[config.mk]
export PLATFORM = sky130hd
export DESIGN_NAME = dmem_arbiter
export DESIGN_NICKNAME = d
export VERILOG_FILES = /design/src/rtl/dmem_arbiter.sv
export SDC_FILE = /design/constraint.sdc
export NUM_CORES = 1
export LEC_CHECK = 0
export CAP_MARGIN = 10
export CORE_AREA = 2 2 122 124
export DETAILED_ROUTE_END_ITERATION = 10
export DIE_AREA = 0 0 124 126
export PLACE_DENSITY = 0.55
export SLEW_MARGIN = 20
export SYNTH_ARGS = -nofsm -noshare
export SYNTH_HDL_FRONTEND = slang
export SYNTH_SLANG_ARGS = --single-unit
[constraint.sdc]
create_clock -name clk -period 2.89 [get_ports clk]
set_clock_uncertainty 0.15 [all_clocks]
set_input_delay 0.578 -clock clk [delete_from_list [all_inputs] [get_ports clk]]
set_output_delay 0.578 -clock clk [all_outputs]
set_load 0.05 [all_outputs]
[src/rtl/dmem_arbiter.sv]
// dmem_arbiter
//
// Shares one data-memory port between the core (requester 0, "cpu") and the
// ML accelerator load/store engine (requester 1, "acc"). The memory reads
// asynchronously and writes on the rising clock edge, so a granted access
// completes in the cycle it is granted.
//
// Policy: the CPU has fixed priority. A starvation counter forces one ACC win
// after MAX_STARVE consecutive ungranted ACC request cycles. ACC may hold
// acc_lock to keep the port for a burst of at most MAX_BURST beats.
//
// Handshake: req is a per-cycle request; gnt means the access was performed
// in that same cycle. A stalled requester keeps req and its payload stable
// until it sees gnt. It may also drop req without being served.
//
// Ports:
//   clk, rst                 clock, asynchronous active-low reset
//   cpu_req/we/addr/wdata    CPU request and payload
//   cpu_gnt, cpu_stall       CPU grant; stall = req & ~gnt (PC hold)
//   cpu_rdata                mem_rd when cpu_gnt, else 0
//   acc_req/we/lock/addr/wdata  ACC request, payload and burst lock
//   acc_gnt, acc_rdata       ACC grant; mem_rd when acc_gnt, else 0
//   mem_we/addr/wd, mem_rd   data-memory port
//   dbg_state                owner FSM state (0 = ARB, 1 = BURST)
//   dbg_starve_cnt           starvation counter
//   dbg_burst_cnt            beats already taken in the current burst
module dmem_arbiter #(
    parameter int ADDR_W     = 32,
    parameter int DATA_W     = 32,
    parameter int MAX_STARVE = 4,
    parameter int MAX_BURST  = 8
) (
    input  logic              clk,
    input  logic              rst,

    input  logic              cpu_req,
    input  logic              cpu_we,
    input  logic [ADDR_W-1:0] cpu_addr,
    input  logic [DATA_W-1:0] cpu_wdata,
    output logic              cpu_gnt,
    output logic              cpu_stall,
    output logic [DATA_W-1:0] cpu_rdata,

    input  logic              acc_req,
    input  logic              acc_we,
    input  logic              acc_lock,
    input  logic [ADDR_W-1:0] acc_addr,
    input  logic [DATA_W-1:0] acc_wdata,
    output logic              acc_gnt,
    output logic [DATA_W-1:0] acc_rdata,

    output logic              mem_we,
    output logic [ADDR_W-1:0] mem_addr,
    output logic [DATA_W-1:0] mem_wd,
    input  logic [DATA_W-1:0] mem_rd,

    output logic              dbg_state,
    output logic [7:0]        dbg_starve_cnt,
    output logic [7:0]        dbg_burst_cnt
);

    typedef enum logic {
        ARB   = 1'b0,
        BURST = 1'b1
    } state_t;

    localparam logic [7:0] STARVE_LIM = 8'(MAX_STARVE);
    localparam logic [7:0] BURST_LAST = 8'(MAX_BURST - 1);
    // A one-beat burst is just an ordinary ARB grant, so BURST is never entered.
    localparam bit         BURST_EN   = (MAX_BURST > 1);

    state_t     state;
    logic [7:0] starve_cnt;
    logic [7:0] burst_cnt;

    logic acc_wins_arb;
    logic cpu_gnt_c;
    logic acc_gnt_c;

    // Grants are decoded from the registered state. They are forced low
    // while rst is asserted so that no write can leak through during reset.
    always_comb begin
        acc_wins_arb = acc_req & ((starve_cnt == STARVE_LIM) | ~cpu_req);
        cpu_gnt_c    = 1'b0;
        acc_gnt_c    = 1'b0;
        if (rst) begin
            if (state == ARB) begin
                if (acc_wins_arb) begin
                    acc_gnt_c = 1'b1;
                end else if (cpu_req) begin
                    cpu_gnt_c = 1'b1;
                end
            end else begin
                acc_gnt_c = acc_req;
            end
        end
    end

    // Memory mux: only the granted requester reaches the memory. With no
    // grant the port is driven to all zeros.
    always_comb begin
        mem_we   = 1'b0;
        mem_addr = '0;
        mem_wd   = '0;
        if (cpu_gnt_c) begin
            mem_we   = cpu_we;
            mem_addr = cpu_addr;
            mem_wd   = cpu_wdata;
        end else if (acc_gnt_c) begin
            mem_we   = acc_we;
            mem_addr = acc_addr;
            mem_wd   = acc_wdata;
        end
    end

    assign cpu_gnt   = cpu_gnt_c;
    assign acc_gnt   = acc_gnt_c;
    assign cpu_stall = cpu_req & ~cpu_gnt_c;
    assign cpu_rdata = cpu_gnt_c ? mem_rd : '0;
    assign acc_rdata = acc_gnt_c ? mem_rd : '0;

    always_ff @(posedge clk or negedge rst) begin
        if (!rst) begin
            state      <= ARB;
            starve_cnt <= 8'd0;
            burst_cnt  <= 8'd0;
        end else begin
            // The starvation counter tracks consecutive unserved ACC
            // request cycles only.
            if (acc_gnt_c) begin
                starve_cnt <= 8'd0;
            end else if (acc_req) begin
                if (starve_cnt != STARVE_LIM) begin
                    starve_cnt <= starve_cnt + 8'd1;
                end
            end else begin
                starve_cnt <= 8'd0;
            end

            case (state)
                ARB: begin
                    if (acc_gnt_c && acc_lock && BURST_EN) begin
                        state     <= BURST;
                        burst_cnt <= 8'd1;
                    end
                end
                BURST: begin
                    // burst_cnt holds the beats already taken, so the current
                    // beat is number burst_cnt+1. The beat that drops the lock,
                    // or the final allowed beat, is still granted. After it the
                    // FSM returns to ARB, where starve_cnt is 0 and a waiting
                    // CPU wins.
                    if (!acc_req || !acc_lock || (burst_cnt == BURST_LAST)) begin
                        state     <= ARB;
                        burst_cnt <= 8'd0;
                    end else begin
                        burst_cnt <= burst_cnt + 8'd1;
                    end
                end
                default: begin
                    state     <= ARB;
                    burst_cnt <= 8'd0;
                end
            endcase
        end
    end

    assign dbg_state      = (state == BURST);
    assign dbg_starve_cnt = starve_cnt;
    assign dbg_burst_cnt  = burst_cnt;

endmodule

==> metrics.md <==
| Metric | Value |
|---|---|
| Root buf cell | clkbuf_16 |
| Routing usage on met3 | under 10% |
| CTS Buf Count | 3 |
| CTS tree | done |
| Vias per cell | around 4.4 |
| Sw Ratio | roughly two fifths |
| Final period util | 99.26% |
| Cell family with most CP delay | buffers and inverters |
| Grt met2 use | 36.52% |
| Synth-to-layout area growth | 262.2% |
| Status | complete, no violations |
| CP arrival | roughly 2.1 ns |
| Global-route wire length before repair | around 23,000 um |
| Diode count | 0 |
| Largest stage delay, worst path | approximately 0.35 ns |
| Critical path class | reg -> out |
| RSZ-0062 raised after global routing | true |
| Mapped Cells | approximately 250 |
| Net switching power | between 700 and 800 uW |
| Post-Syn Nets | ~420 |
| Filler cell count in the final layout | around 1,300 |
| Grt total ovfl | 0 |
| Netlist cell types | 34 |
| Most frequent cells in the layout | clkdlybuf4s50_1 (181), buf_12 (139), and2_1 (36), a22o_1 (25), a22o_2 (25) |
| Number of global-route vias before repair | approximately 3,500 |
| NumNets Final | between 700 and 800 |
| Drc violations | 0 |
| Clk sinks | 17 |
| Drt first pass iters | 4 |
| Vias | 3,316 |
| Synth Warn # | 0 |
| Die Wd | about 120 um |
| DPL Wire Length | 14,710 um |
| Pwr dens | around 270 nW/um^2 |
| Skew-Pair Late Insertion Delay | 0.24 ns |
| Global route hottest layer | met2 |
| Slew Limit Fails | 0 |
| Post-route setup TNS | 0 ns |
| Post-synth ARST share | 100.0% |
| Most common cell after layout, fill and taps aside | clkdlybuf4s50_1 |
| CP bufs+invs | 5 |
| Post-Syn Area | slightly above 2000 um^2 |
| Total Die Area | roughly 16,000 um^2 |
| Clock power share | a little over an eighth |
| Row cnt | 44 |
| Min-Delay Path Class | in -> async |
| Num ports | about 320 |
| Worst path required time | 2.16 ns |
| Slowest cell on crit path | dfrtp_2 |
| Gpl congestion | 0.9288 |
| Fmax | ~350 MHz |
| Initial antenna violation count | 1 |
| Number of port buffers | roughly 320 |
| First DRT Iteration DRCs | approximately 160 |
| CP startpoint kind | flip-flop |
| Final ANT Viol Nets | 0 |
| Total Wirelength | roughly 17,000 um |
| Critical Path, Cell by Cell | inv_1, ha_1, and4bb_1, buf_4, a21boi_4, nor2_4, buf_12, buf_12, a22o_4, buf_12 |
| Sequential power share | roughly an eighth |
| DR WL/cell | about 22 um |
| Final setup fails | 0 |
| Worst setup EP type | output pin |
| Overall global routing resource usage | between 10% and 20% |
| Internal | between 1 and 1.5 mW |
| Final hold vios | 0 |
| FF+latch count, synth | 17 |
| Post-synthesis sequential area ratio | 21.08% |
| Clk pin slew, worst setup/hold paths | 0.05 ns |
| CTS H-tree lvls | 1 |
| Most used cell along the critical path | buf_12 |
| Max Fanout on Critical Path | 28 |
| Largest net degree at the start of global routing | 39 |
| Max-Cap Viols | 0 |
| Leak | between 3 and 4 nW |
| Layout cells sized above 1 | a little over two fifths |
| Starting Density | between 10% and 20% |
| Min Tclk post-route | 2.869 ns |
| Avg Inst Size Synth | between 8 and 9 um^2 |
| CTS max path bufs | 2 |
| Die H | roughly 130 um |
| Slew HR | a little under two thirds |
| Worst hold slack | about 0.23 ns |
| Slew @ Worst Pin | 0.5415 ns |
| Peak supply drop | about 220 uV |
| M1 GR Usage | between 20% and 30% |
| Prevailing post-synth register cell | dfrtp_1 |
| EDFF count, synth | 0 |
| Core Box Area | 14,310 um^2 |
| Combinational Power Share | 73.0% |
-- worst register-to-register path, stage by stage, from the launching register on --
cell     delay, ns
dfrtp_1       0.44
or4_4         0.59
o31a_4        0.33
and3_1        0.17
a211o_1       0.23
-- registers in the layout, summed over array words and instances (netlist names) --
name,cells
dbg_burst_cnt,8
dbg_starve_cnt,8
dbg_state,1
-- layer usage --
metal | vias up | share of wire (%)
met5 | - | 0
met4 | 0 | 1.4
met3 | 12 | 9.9
met2 | 197 | 52
met1 | 1533 | 37
li1 | 1574 | -
-- final cells by class --
| type | instances | area [um^2] | share of cell area [%] |
|---|---|---|---|
| repair buffers | 342 | 4803 | 65.71 |
| multi-input cells | 207 | 1758 | 24.05 |
| clock buffers | 4 | 78.83 | 1.078 |
| well taps | 184 | 230.2 | 3.150 |
| flip-flops and latches | 17 | 427.9 | 5.854 |
| inverters | 3 | 11.26 | 0.1541 |
-- cell usage after synthesis, types with 2 or more instances --
master    number  area [um^2]
nand3_1       10        50.05
a21o_1         2        15.01
nor3_1         6        30.03
buf_2          5        25.02
a22o_1        65        569.3
a21oi_1        4        20.02
and2_1        65        406.6
and3_1        10        62.56
nor2b_1        2        12.51
a211o_1        4        35.03
clkbuf_1      15        56.30
dfrtp_1       17        425.4
ha_1           3        37.54
nor2_1         6        22.52
inv_1          3        11.26
nand2b_1       2        12.51
nand2_1        7        26.28
xor2_1         4        35.03
o21ai_1        2        10.01
-- through the flow --
stage          util (%)  area (um^2)  worst slack (ns)  instances  power (mW)
2_1_floorplan         -         2126          0.001501        247      0.8499
3_3_place_gp      48.92         7002           -0.1329        747       1.675
3_5_place_dp      48.92         7002           -0.1407        747       1.683
4_1_cts           50.10         7171          0.009603        753       1.973
5_1_grt           51.07         7310          -0.02775        757       2.061
6_report          51.07         7310           0.02139        757       1.986
-- timing repair --
action / in CTS / in global routing
pin swaps: 1 / 1
setup endpoints to repair: 129 / 52
cloned: 0 / 1
buffers inserted: 2 / 3
gates resized for setup: 15 / 12
hold buffers: 0 / 0
-- power by group through the flow --
stage | Sequential (mW) | Clock (mW) | Combinational [mW]
2_1_floorplan | 0.308 | 0 | 0.542
3_3_place_gp | 0.268 | 0 | 1.41
3_5_place_dp | 0.267 | 0 | 1.42
4_1_cts | 0.264 | 0.274 | 1.44
5_1_grt | 0.266 | 0.294 | 1.50
6_report | 0.264 | 0.272 | 1.45
-- final timing paths --
kind	slack [ns]	depth (start not counted)	end	startpoint
max in group asynchronous	2.15	2	dbg_starve_cnt[0]	rst
min	0.23	2	dbg_burst_cnt[7]	rst
min in group clk	0.43	1	dbg_burst_cnt[6]	dbg_burst_cnt[6]
max	0.02	10	mem_wd[22]	dbg_starve_cnt[0]
min reg2reg	0.43	1	dbg_burst_cnt[6]	dbg_burst_cnt[6]
max reg2reg	0.87	4	dbg_burst_cnt[7]	dbg_burst_cnt[5]
-- cell families after synthesis --
family / Yosys count / share of synthesized area (%)
AO/OA/AOI/OAI: 85 / 36.76
XOR/XNOR: 5 / 2.170
adder cells (fa/ha/maj): 3 / 1.860
buffers and inverters: 23 / 4.587
flip-flops: 17 / 21.08
multiplexers: 1 / 0.4960
AND/OR/NAND/NOR: 113 / 33.04
Power figures use the tool's default switching activity.
